`src/rtl/machine_cmd_driver_if.sv`:
```
// machine_cmd_driver_if: host command push and response return handshakes
interface machine_cmd_driver_if;
  logic        cmd_valid;
  logic [11:0] cmd_data;
  logic        cmd_ready;
  logic        rsp_valid;
  logic [24:0] rsp_data;
  logic        rsp_ready;
  modport master (output cmd_valid, cmd_data, rsp_ready, input cmd_ready, rsp_valid, rsp_data);
  modport slave  (input cmd_valid, cmd_data, rsp_ready, output cmd_ready, rsp_valid, rsp_data);
endinterface

```
`src/rtl/machine_cmd_driver.sv`:
```
// machine_cmd_driver: FIFO-buffered command issue to the machine, result capture to host
// Optional rsp_seq output enabled by defining MACHINE_CMD_DRIVER_SEQ_EN.
module machine_cmd_driver #(
  parameter int          DEPTH     = 4,
  parameter logic [11:0] IDLE_WORD = 12'h000
) (
  input  logic                system1000,
  input  logic                system1000_rstn,
  input  logic                enable,
  machine_cmd_driver_if.slave host,
  output logic [11:0]         w2,
  input  logic [24:0]         m_result,
  output logic                busy,
  output logic [1:0]          state
`ifdef MACHINE_CMD_DRIVER_SEQ_EN
  ,
  output logic [15:0]         rsp_seq
`endif
);
  localparam int AW = $clog2(DEPTH);
  typedef enum logic [1:0] {IDLE = 2'd0, ISSUE = 2'd1, STALL = 2'd2} state_t;
  state_t st;
  logic [11:0] mem [DEPTH];
  logic [AW:0] wr_ptr, rd_ptr;
  logic empty, full, push, issue;
  // Extra pointer MSB tells full (MSBs differ) from empty (equal).
  assign empty = wr_ptr == rd_ptr;
  assign full = (wr_ptr[AW] != rd_ptr[AW]) && (wr_ptr[AW-1:0] == rd_ptr[AW-1:0]);
  assign host.cmd_ready = !full;
  assign push = host.cmd_valid && !full;
  assign issue = enable && !empty && (!host.rsp_valid || host.rsp_ready);
  assign w2 = issue ? mem[rd_ptr[AW-1:0]] : IDLE_WORD;
  assign busy = !empty || host.rsp_valid;
  assign state = st;
  always_ff @(posedge system1000)
    if (push) mem[wr_ptr[AW-1:0]] <= host.cmd_data;
  always_ff @(posedge system1000 or negedge system1000_rstn)
    if (!system1000_rstn) begin
      wr_ptr <= '0;
      rd_ptr <= '0;
      host.rsp_valid <= 1'b0;
      host.rsp_data <= '0;
      st <= IDLE;
    end else begin
      if (push) wr_ptr <= wr_ptr + (AW+1)'(1);
      if (issue) begin
        rd_ptr <= rd_ptr + (AW+1)'(1);
        host.rsp_valid <= 1'b1;
        host.rsp_data <= m_result;
      end else if (host.rsp_ready) host.rsp_valid <= 1'b0;
      st <= (!empty && enable && host.rsp_valid && !host.rsp_ready) ? STALL : issue ? ISSUE : IDLE;
    end
`ifdef MACHINE_CMD_DRIVER_SEQ_EN
  logic [15:0] issue_cnt;
  always_ff @(posedge system1000 or negedge system1000_rstn)
    if (!system1000_rstn) begin
      issue_cnt <= '0;
      rsp_seq <= '0;
    end else if (issue) begin
      rsp_seq <= issue_cnt;
      issue_cnt <= issue_cnt + 16'd1;
    end
`endif
endmodule
```
`src/flat_wrapper.sv`:
```
// flat-port wrapper written by rule: the top's interface ports become plain ports
module machine_cmd_driver_flat 
#(
  parameter int          DEPTH     = 4,
  parameter logic [11:0] IDLE_WORD = 12'h000
)
  (system1000, system1000_rstn, enable, w2, m_result, busy, state, host_cmd_valid, host_cmd_data, host_rsp_ready, host_cmd_ready, host_rsp_valid, host_rsp_data);
  machine_cmd_driver_if host_i ();
  input  logic system1000;
  input  logic system1000_rstn;
  input  logic enable;
  output logic [11:0] w2;
  input  logic [24:0] m_result;
  output logic busy;
  output logic [1:0] state;
  input wire logic [$bits(host_i.cmd_valid)-1:0] host_cmd_valid;
  input wire logic [$bits(host_i.cmd_data)-1:0] host_cmd_data;
  input wire logic [$bits(host_i.rsp_ready)-1:0] host_rsp_ready;
  output wire logic [$bits(host_i.cmd_ready)-1:0] host_cmd_ready;
  output wire logic [$bits(host_i.rsp_valid)-1:0] host_rsp_valid;
  output wire logic [$bits(host_i.rsp_data)-1:0] host_rsp_data;
  assign host_i.cmd_valid = host_cmd_valid;
  assign host_i.cmd_data = host_cmd_data;
  assign host_i.rsp_ready = host_rsp_ready;
  assign host_cmd_ready = host_i.cmd_ready;
  assign host_rsp_valid = host_i.rsp_valid;
  assign host_rsp_data = host_i.rsp_data;
  machine_cmd_driver #(.DEPTH(DEPTH), .IDLE_WORD(IDLE_WORD)) u_core (.system1000(system1000), .system1000_rstn(system1000_rstn), .enable(enable), .host(host_i), .w2(w2), .m_result(m_result), .busy(busy), .state(state));
endmodule
```
`config.mk`:
```
export PLATFORM = sky130hd
export DESIGN_NAME = machine_cmd_driver_flat
export DESIGN_NICKNAME = d
export VERILOG_FILES = /design/src/rtl/machine_cmd_driver_if.sv /design/src/rtl/machine_cmd_driver.sv /design/src/flat_wrapper.sv
export SDC_FILE = /design/constraint.sdc
export NUM_CORES = 1
export LEC_CHECK = 0
export CORE_UTILIZATION = 49
export DETAILED_ROUTE_END_ITERATION = 10
export MAX_ROUTING_LAYER = met4
export PLACE_DENSITY = 0.79
export SLEW_MARGIN = 20
export SYNTH_ARGS = -nofsm -noshare
export SYNTH_HDL_FRONTEND = slang
export SYNTH_SLANG_ARGS = --single-unit
```
`constraint.sdc`:
```
create_clock -name system1000 -period 2.2 [get_ports system1000]
set_input_delay 0.44 -clock system1000 [delete_from_list [all_inputs] [get_ports system1000]]
set_output_delay 0.44 -clock system1000 [all_outputs]
set_load 0.1 [all_outputs]
```
Word level (Yosys, flattened, before mapping)
Memory sizes are Yosys's and may differ from the RTL's. Cells that the tools add are included. Widths: inputs -> output; s select.

Bits in registers: 34. RAM bits: 48. Memories kept: 1.

Add/subtract/negate cells: 2. Eq/ne operators: 3. Multiplexer cells: 7. Reductions and logical operators: 13.

Memories: u_core.mem (words 4, bits a word 12, rd ports 1, clocked after memory_dff 0, write ports 1, line machine_cmd_driver.sv:23) `logic [11:0] mem [DEPTH];`.

Operators by type and width (count): $mux 12 (1); $add 3x1->3 const B (2); $logic_and 1x1->1 (6); $mux 1 (5); $logic_not 1->1 (4); $eq 3x3->1 (1); $eq 2x2->1 (1); $logic_or 1x1->1 (2); $mux 2 (1); $reduce_bool 2->1 (1); $ne 1x1->1 (1).

Logic depth before layout (Yosys ltp)
Gate-level depths: netlist of the first run.

Depth after elaboration: 6. Gate-level depth with buffers: 5. Mapped depth without buffers: 4.

Worst setup path before layout of the first run
OpenSTA, ideal clock, no wires.

Path kind: flip-flop to output port. From: reg u_core.host.rsp_valid. To: out w2[0]. Data arrival time: 2.975 ns. Required time: 1.760 ns. Slack: -1.215 ns. Cell stages (with the launch flop): 5. Buffers on the path: 1. Cells stage by stage: dfrtp_1 nor2b_1 a311o_1 buf_2 nor2b_1.

Word-level cells in the longest chain between the ends: 4.

RTL lines: from (decl) (line machine_cmd_driver_if.sv:10) `modport slave (input cmd_valid, cmd_data, rsp_ready, output cmd_ready, rsp_valid, rsp_data);`; from (signal assigned) (line machine_cmd_driver.sv:41) `host.rsp_valid <= 1'b0;`; from (signal assigned) (line machine_cmd_driver.sv:48) `host.rsp_valid <= 1'b1;`; from (signal assigned) (line machine_cmd_driver.sv:50) `end else if (host.rsp_ready) host.rsp_valid <= 1'b0;`; $logic_not 1->1 (line machine_cmd_driver.sv:31) `assign issue = enable && !empty && (!host.rsp_valid || host.rsp_ready);`; $logic_or 1x1->1 (line machine_cmd_driver.sv:31); $logic_and 1x1->1 (line machine_cmd_driver.sv:31); $mux 12 (line machine_cmd_driver.sv:32) `assign w2 = issue ? mem[rd_ptr[AW-1:0]] : IDLE_WORD;`; to (decl) (line flat_wrapper.sv:12) `output logic [11:0] w2;`.

No other way between the ends.

Worst setup path in the final report of the first run
From: reg u_core.rd_ptr[0]. To: out w2[7].

Word-level cells in the longest chain between the ends: 5.

RTL lines: from (decl) (line machine_cmd_driver.sv:24) `logic [AW:0] wr_ptr, rd_ptr;`; from (signal assigned) (line machine_cmd_driver.sv:47) `rd_ptr <= rd_ptr + (AW+1)'(1);`; $eq 3x3->1 (line machine_cmd_driver.sv:27) `assign empty = wr_ptr == rd_ptr;`; $logic_not 1->1 (line machine_cmd_driver.sv:31); $logic_and 1x1->1 (2 in a row) (line machine_cmd_driver.sv:31); $mux 12 * (line machine_cmd_driver.sv:32).

Every way passes the cells marked *; elsewhere a longest branch is shown, timed or not.

==> flow_metrics.py, run 1 <==
metrics = {
    "floorplan": {
        "die_y_um": 84.85,
        "die_width_um": 84.85,
        "ios": 84,
        "start_util_pct": 51.78,
        "core_area_sq_um": 6495,
        "dieArea_sq_um": 7199,
        "rows": 29,
    },
    "synth": {
        "synth_ff_type": "edfxtp_1",
        "yosysSeqAreaShare_pct": 68.15,
        "async_reset_ff_share_pct": 41.46,
        "ys_warn_count": 0,
        "netlist_instances": 176,
        "synth_edf_count": 48,
        "syn_area_sq_um": 3363,
        "ys_seq_elements": 82,
        "syn_area_per_cell_sq_um": 19.11,
        "synth_nets": 223,
        "synth.distinct_cells": 27,
    },
    "route": {
        "num_vias": 1919,
        "drt-total-wl_um": 6689,
        "drc": 5,
        "routedWlPerCell_um": 18.38,
        "ant_nets": 0,
        "drt_iter0_markers": 95,
        "drt_pass1_iterations": 7,
        "routed_via_density": 5.272,
    },
    "placement": {
        "port_buffers": 83,
        "hpwl_um": 4531,
        "gpl.final_weighted_congestion": 0.8043,
        "dpl.cell_count": 343,
    },
    "run_status": {
        "violations": "design-rule violations, negative setup slack",
        "status": "finished with violations",
    },
    "clocking": {
        "cts_sinks": 82,
        "cts_hold_buf": 0,
        "cts_tree": "yes",
        "cts_made_buffers": 9,
        "clockRootBuffer": "clkbuf_8",
        "clkTransAtPathRegs_ns": 0.08,
        "clk_latency_ns": 0.34,
        "cts_max_level": 3,
        "cts_buffer_depth": 2,
    },
    "setup_path": {
        "path_buf_inv": 2,
        "cp-end-kind": "output port",
        "worstPathRequired_ns": 1.76,
        "path_cells": "xnor2_2 -> a311o_2 -> buf_12 -> nor2b_4 -> buf_12",
        "path_delay_family": "flip-flops",
        "crit_type": "register to output port",
        "start_kind": "register",
        "cp_common_cell": "buf_12",
        "arrival_ns": 1.90,
        "cp_max_fo": 17,
        "slowest_stage": "dfrtp_2",
        "max_stage_delay_ns": 0.47,
    },
    "timing": {
        "finalCritPeriodShare_pct": 106.2,
        "min_period_ns": 2.336,
        "slew_violations": 0,
        "slew_headroom_pct": 57.15,
        "final_hold_viol_count": 0,
        "clock_skew_ns": 0.01034,
        "rsz0062_at_grt": "yes",
        "tns_ns": -1.517,
        "fin_ws_ns": -0.1358,
        "worst_pin_slew_ns": 0.6428,
        "finalSetupViolations": 12,
        "fmax_mhz": 428.1,
    },
    "finish": {
        "drive_gt1_share_pct": 48.08,
        "syn_to_final_growth_pct": 42.41,
        "layout.nets": 329,
        "nFillCells": 378,
        "diodes": 0,
        "final_cells": 364,
    },
    "global_route": {
        "antenna_found_initial": 0,
        "grt_pass1_wl_um": 10360,
        "grt_use_total_pct": 20.35,
        "grt_max_degree": 35,
        "grt_pass1_vias": 2050,
        "overflow": 0,
    },
    "job": {
        "cap_violations": 0,
    },
    "min_path": {
        "hold_class": "input port to async pin",
    },
}
==> per-layer routing <==
layer  up-vias  track usage (%)  share of wire (%)
li1        873                -                  -
met1       986            25.20                 42
met2        54            32.74                 53
met3         6            3.891                3.8
met4         0            9.553                1.1
met5         -                -                  0
==> cells in the mapped netlist, types with 2 or more instances <==
cell type  instances  area, sq um
xor2_1             2        17.52
dfrtp_1           34        850.8
mux2_4            26        390.4
nor2b_1           13        81.33
and3_1             4        25.02
buf_2              3        15.01
buf_6              3        33.78
edfxtp_1          48         1441
mux4_2            12        270.3
xnor2_1            6        52.55
inv_1              5        18.77
ha_1               5        62.56
==> stage by stage <==
stage / hold slack, ns / setup WS, ns / cell area (sq um) / utilization, %
after floorplan: 0.1444 / -0.07823 / 3472 / -
after global placement: 0.4926 / -0.08931 / 4529 / 69.74
after detailed placement: 0.4943 / -0.1067 / 4529 / 69.74
after CTS: 0.5148 / -0.1533 / 4753 / 73.18
after global routing: 0.5351 / -0.1829 / 4790 / 73.74
final: 0.5106 / -0.1358 / 4790 / 73.74
==> layout make-up <==
class / count / area, sq um / area share (%)
Sequential cell: 82 / 2300 / 48.01
Tap cell: 77 / 96.34 / 2.011
Timing Repair Buffer: 103 / 1064 / 22.20
Inverter: 5 / 18.77 / 0.3918
Multi-Input combinational cell: 81 / 1119 / 23.35
Clock inverter: 6 / 65.06 / 1.358
Clock buffer: 10 / 127.6 / 2.665
==> state kept, by name, indices dropped and copies added, names as in the netlist <==
name	count
u_core.host.rsp_data	25
u_core.state	2
u_core.wr_ptr	3
u_core.rd_ptr	3
u_core.mem	48
u_core.host.rsp_valid	1
==> path summary, 6_finish.rpt <==
path / startpoint / endpoint / slack (ns) / cells after the start
setup / recovery: u_core.rd_ptr[0]$_DFFE_PN0P_ / w2[7] / -0.14 / 5
hold / removal: system1000_rstn / u_core.host.rsp_data[10]$_DFFE_PN0P_ / 0.51 / 2
setup reg to reg: u_core.rd_ptr[0]$_DFFE_PN0P_ / u_core.host.rsp_data[21]$_DFFE_PN0P_ / 0.19 / 6
hold reg to reg: u_core.host.rsp_data[18]$_DFFE_PN0P_ / u_core.host.rsp_data[18]$_DFFE_PN0P_ / 0.52 / 1
max in group asynchronous: system1000_rstn / u_core.host.rsp_valid$_DFFE_PN0P_ / 1.35 / 2
min in group system1000: u_core.host.rsp_data[18]$_DFFE_PN0P_ / u_core.host.rsp_data[18]$_DFFE_PN0P_ / 0.52 / 1
==> worst reg2reg max path: cells and delay by family (launching register included) <==
family,cells,cell delay (ns)
buffers and inverters,3,0.55
DFF,1,0.47
AOI/OAI and AO/OA,1,0.40
muxes,1,0.32
xor gates and xnor gates,1,0.17
==> cells by family after synthesis <==
kind of cell / share of synthesized area [%]
buffers and inverters: 2.344
and+or+nand+nor: 3.943
AOI/OAI and AO/OA: 1.637
xor gates and xnor gates: 2.083
DFF: 68.15
adders and majority gates: 1.860
muxes: 19.98
==> cells in the final DEF (no fill, tap or decap), types with 2 or more instances in the layout <==
| cell | instances |
|---|---|
| nor2b_4 | 13 |
| xor2_1 | 2 |
| edfxtp_1 | 48 |
| clkdlybuf4s50_1 | 41 |
| xnor2_1 | 3 |
| xnor2_2 | 3 |
| clkbuf_8 | 9 |
| buf_4 | 47 |
| mux4_2 | 12 |
| mux2_4 | 26 |
| clkinvlp_4 | 3 |
| ha_1 | 5 |
| inv_1 | 5 |
| dfrtp_2 | 3 |
| dfrtp_1 | 30 |
| buf_12 | 15 |
| and3_1 | 4 |
==> timing repair <==
item,4_1_cts,5_1_grt
setup buffers,3,2
resized for setup,2,5
hold endpoints to repair,0,0
setup endpoints to repair,13,14
Power of run 1 is left out: the tool's default activity adds up to more than one toggle a clock period on the data nets, which glitch-free logic cannot reach.
==> run 2: changes to the inputs <==
CORE_MARGIN = 2   (was default)
==> run 2 against run 1 <==
Against the previous run: the run ends with negative setup slack left; count of clock-buffer cells in the layout down 1; sequential share of layout area down 0.63 points; die area is 4.8% higher; final area up 1.3%; highest routed layer unchanged.
==> flow_metrics.py, run 2 (synthesis results as in run 1) <==
metrics = {
    "route": {
        "num_vias": 1895,
        "routed_via_density": 5.094,
        "ant_nets": 0,
        "drt_iter0_markers": 99,
        "drt_pass1_iterations": 4,
        "drc": 0,
        "drt-total-wl_um": 6412,
        "routedWlPerCell_um": 17.24,
    },
    "run_status": {
        "status": "finished with violations",
        "violations": "negative setup slack",
    },
    "global_route": {
        "grt_use_total_pct": 18.13,
        "overflow": 0,
        "grt_max_degree": 35,
        "grt_pass1_wl_um": 9867,
        "antenna_found_initial": 0,
        "grt_pass1_vias": 1899,
    },
    "finish": {
        "final_cell_mix": "buf_4, edfxtp_1, clkdlybuf4s50_1, dfrtp_1, mux2_4",
        "nFillCells": 405,
        "diodes": 0,
        "drive_gt1_share_pct": 49.32,
        "syn_to_final_growth_pct": 44.31,
        "final_common_cell": "buf_4",
        "layout.nets": 334,
        "post-route-util_pct": 72.23,
        "largest_reg_flops": 48,
    },
    "timing": {
        "final_hold_viol_count": 0,
        "tns_ns": -1.616,
        "min_period_ns": 2.357,
        "fin_ws_ns": -0.1568,
        "slew_headroom_pct": 55.86,
        "clock_skew_ns": 0.005442,
        "slew_violations": 0,
        "rsz0062_at_grt": "yes",
        "finalCritPeriodShare_pct": 107.1,
        "worst_pin_slew_ns": 0.6620,
        "fmax_mhz": 424.3,
        "finalSetupViolations": 12,
        "holdWs_ns": 0.4951,
    },
    "setup_path": {
        "cp-end-kind": "output port",
        "arrival_ns": 1.92,
        "cp_max_fo": 7,
        "start_kind": "register",
        "worstPathRequired_ns": 1.76,
        "crit_type": "register to output port",
    },
    "clocking": {
        "cts_tree": "yes",
        "cts_made_buffers": 9,
        "clockRootBuffer": "clkbuf_8",
        "cts_max_level": 3,
        "cts_buffer_depth": 2,
        "cts_hold_buf": 0,
        "clk_latency_ns": 0.35,
        "clkTransAtPathRegs_ns": 0.08,
        "cts_sinks": 82,
    },
    "placement": {
        "hpwl_um": 4171,
        "port_buffers": 83,
        "preCtsSetupSlack_ns": -0.1292,
        "gpl.final_weighted_congestion": 0.7057,
    },
    "floorplan": {
        "core_area_sq_um": 6719,
        "die_y_um": 86.85,
        "ios": 84,
        "die_width_um": 86.85,
        "dieArea_sq_um": 7542,
        "rows": 30,
        "start_util_pct": 50.06,
    },
    "job": {
        "cap_violations": 0,
    },
    "min_path": {
        "hold_class": "input port to async pin",
    },
}
[run 2: final cells by class]
class                      instances  area [sq um]  share of cell area [%]
multi-input combinational         81          1126                   23.20
clock inverter                     7         67.56                   1.392
sequential                        82          2300                   47.38
clock buffer                       9         123.9                   2.552
tap                               80         100.1                   2.062
inverter                           5         18.77                  0.3867
timing repair buffer             108          1117                   23.02
[run 2: worst paths after layout]
kind,start,end,slack (ns),depth (start not counted)
min reg2reg,u_core.host.rsp_data[16]$_DFFE_PN0P_,u_core.host.rsp_data[16]$_DFFE_PN0P_,0.51,1
max,u_core.rd_ptr[0]$_DFFE_PN0P_,w2[6],-0.16,5
max in group asynchronous,system1000_rstn,u_core.host.rsp_valid$_DFFE_PN0P_,1.35,2
max reg2reg,u_core.rd_ptr[0]$_DFFE_PN0P_,u_core.mem[0][11]$_DFFE_PP_,0.22,4
min in group system1000,u_core.host.rsp_data[16]$_DFFE_PN0P_,u_core.host.rsp_data[16]$_DFFE_PN0P_,0.51,1
min,system1000_rstn,u_core.host.rsp_data[3]$_DFFE_PN0P_,0.50,2
[run 2: stage by stage]
step / cell area, sq um / instances
floorplan: 3472 / 176
global placement: 4538 / 345
detailed placement: 4538 / 345
CTS: 4816 / 368
global route: 4853 / 372
finish: 4853 / 372
[run 2: what timing repair did]
action | 4_1_cts | 5_1_grt
pin swaps | 3 | 4
setup endpoints to repair | 14 | 13
gates resized for setup | 8 | 2
setup buffers | 8 | 4
[run 2: critical path: stages (launching register included)]
cell	delay (ns)
dfrtp_2	0.46
xnor2_2	0.15
a311o_2	0.46
buf_12	0.18
nor2b_4	0.14
buf_12	0.18
[run 2: metal layers]
layer	vias up	GRT usage, %	wire length [um]
met5	-	-	0
met4	0	7.670	102
met3	9	3.905	224
met2	36	27.41	3295
met1	974	23.94	2789
li1	876	-	-
Power of run 2 is left out for the same reason.
==> run 3: changes to the inputs <==
CORE_MARGIN = 3   (was 2)
CORE_UTILIZATION = 42   (was 49)
PLACE_DENSITY = 0.69   (was 0.79)
==> run 3 against run 2 <==
Against the previous run: the flow still finishes with violations (negative setup slack); clock skew rose by 0.0035 ns; worst hold slack got worse by 0.32 ns; first-iteration DRC count down 26%; sequential cell count stayed put; setup slack improved by 0.040 ns; die area is 21% higher; count of clock-buffer cells in the layout increased by 3; final area shrank 1.6%; global-route usage fell by 3.0 points; critical path depth did not move; routed wire length fell by 0.61%; critical endpoint is now w2[9]; largest cell class unchanged; highest routed layer unchanged.
==> flow_metrics.py, run 3 (synthesis results as in run 1) <==
metrics = {
    "setup_path": {
        "cp_max_fo": 13,
        "max_stage_delay_ns": 0.45,
        "crit_type": "register to output port",
        "path_buf_inv": 2,
        "cp-end-kind": "output port",
        "path_cells": "xnor2_2 -> a311o_2 -> buf_12 -> nor2b_4 -> buf_12",
        "start_kind": "register",
        "worstPathRequired_ns": 1.76,
        "slowest_stage": "dfrtp_2",
        "path_delay_family": "flip-flops",
        "arrival_ns": 1.88,
        "cp_common_cell": "buf_12",
    },
    "min_path": {
        "hold_class": "input port to async pin",
    },
    "timing": {
        "rsz0062_at_grt": "yes",
        "min_period_ns": 2.317,
        "fin_ws_ns": -0.1172,
        "fmax_mhz": 431.6,
        "finalSetupViolations": 13,
        "worst_pin_slew_ns": 0.7828,
        "final_hold_viol_count": 0,
        "tns_ns": -1.286,
        "slew_violations": 0,
        "clock_skew_ns": 0.008902,
        "slew_headroom_pct": 47.81,
        "finalCritPeriodShare_pct": 105.3,
    },
    "floorplan": {
        "core_area_sq_um": 7767,
        "die_y_um": 95.49,
        "dieArea_sq_um": 9117,
        "die_width_um": 95.49,
        "ios": 84,
        "rows": 32,
        "start_util_pct": 43.30,
    },
    "clocking": {
        "cts_max_level": 3,
        "clockRootBuffer": "clkbuf_8",
        "cts_made_buffers": 9,
        "clkTransAtPathRegs_ns": 0.08,
        "cts_tree": "yes",
        "cts_sinks": 82,
        "cts_hold_buf": 0,
        "clk_latency_ns": 0.34,
        "cts_buffer_depth": 2,
    },
    "placement": {
        "preCtsSetupSlack_ns": -0.1171,
        "hpwl_um": 4413,
        "port_buffers": 83,
        "gpl.final_weighted_congestion": 0.7166,
    },
    "route": {
        "routedWlPerCell_um": 16.38,
        "num_vias": 1882,
        "drt-total-wl_um": 6373,
        "drt_pass1_iterations": 4,
        "drc": 0,
        "ant_nets": 0,
        "drt_iter0_markers": 73,
        "routed_via_density": 4.838,
    },
    "finish": {
        "syn_to_final_growth_pct": 42.00,
        "diodes": 0,
        "multi_input_area_sq_um": 1119,
        "layout.nets": 329,
        "post-route-util_pct": 61.49,
        "drive_gt1_share_pct": 46.69,
        "seqCellArea_sq_um": 2298,
        "final_common_cell": "edfxtp_1",
        "nFillCells": 615,
        "largest_reg_flops": 48,
        "final_cell_mix": "edfxtp_1, buf_4, clkdlybuf4s50_1, dfrtp_1, mux2_4",
    },
    "global_route": {
        "grt_max_degree": 35,
        "grt_pass1_vias": 1950,
        "grt_pass1_wl_um": 9839,
        "antenna_found_initial": 0,
        "overflow": 0,
        "grt_use_total_pct": 15.11,
    },
    "run_status": {
        "violations": "negative setup slack",
        "status": "finished with violations",
    },
    "job": {
        "cap_violations": 0,
    },
}
==> run 3: cell types whose count changed in the layout (fill, tap and decap cells not counted), sizes merged <==
| cell | previous run | this run |
|---|---|---|
| clkinv | 4 | 3 |
| bufinv | 1 | 0 |
| clkbuf | 9 | 12 |
| buf | 67 | 63 |
| inv | 6 | 5 |
| clkdlybuf4s50 | 41 | 40 |
==> run 3: worst register-to-register path: stages, from the launching register on <==
cell and delay (ns):
dfrtp_2 0.45, buf_4 0.15, buf_4 0.12, xor2_1 0.17, or3_4 0.18, and3_1 0.59
==> run 3: stage by stage <==
step | hold WS [ns] | instances | instance area (sq um)
6_report | 0.1717 | 389 | 4776
5_1_grt | 0.2143 | 389 | 4776
4_1_cts | 0.1956 | 388 | 4761
3_5_place_dp | 0.4932 | 368 | 4556
3_3_place_gp | 0.4932 | 368 | 4556
2_1_floorplan | 0.1444 | 176 | 3472
==> run 3: repair_timing <==
action,in CTS,in global routing
endpoints found under the setup margin,14,13
setup buffers,4,1
cloned,0,0
pin swaps,1,0
gates resized for setup,5,1
==> run 3: cell type report <==
cell class	instances	area share [%]
clock buffer	12	2.829
tap	102	2.672
sequential	82	48.13
multi-input combinational	81	23.42
clock inverter	4	0.3930
inverter	5	0.3930
timing repair buffer	103	22.16
==> run 3: final timing paths <==
check	from	to	slack, ns	depth (start not counted)
setup / recovery	u_core.rd_ptr[0]$_DFFE_PN0P_	w2[9]	-0.12	5
hold / removal	system1000_rstn	u_core.host.rsp_data[3]$_DFFE_PN0P_	0.17	1
setup reg to reg	u_core.rd_ptr[0]$_DFFE_PN0P_	u_core.mem[1][8]$_DFFE_PP_	0.16	5
hold reg to reg	u_core.host.rsp_data[9]$_DFFE_PN0P_	u_core.host.rsp_data[9]$_DFFE_PN0P_	0.51	1
max in group asynchronous	system1000_rstn	u_core.host.rsp_valid$_DFFE_PN0P_	1.44	1
min in group system1000	u_core.host.rsp_data[9]$_DFFE_PN0P_	u_core.host.rsp_data[9]$_DFFE_PN0P_	0.51	1
==> run 3: metal layers <==
layer	GRT usage (%)	vias up	share of wire [%]	routed length, um
met4	7.109	0	2.5	158
met5	-	-	0	0
met1	18.66	951	41	2629
li1	-	874	-	-
met3	3.157	12	3.4	217
met2	23.91	45	53	3368
Power of run 3 is left out for the same reason.
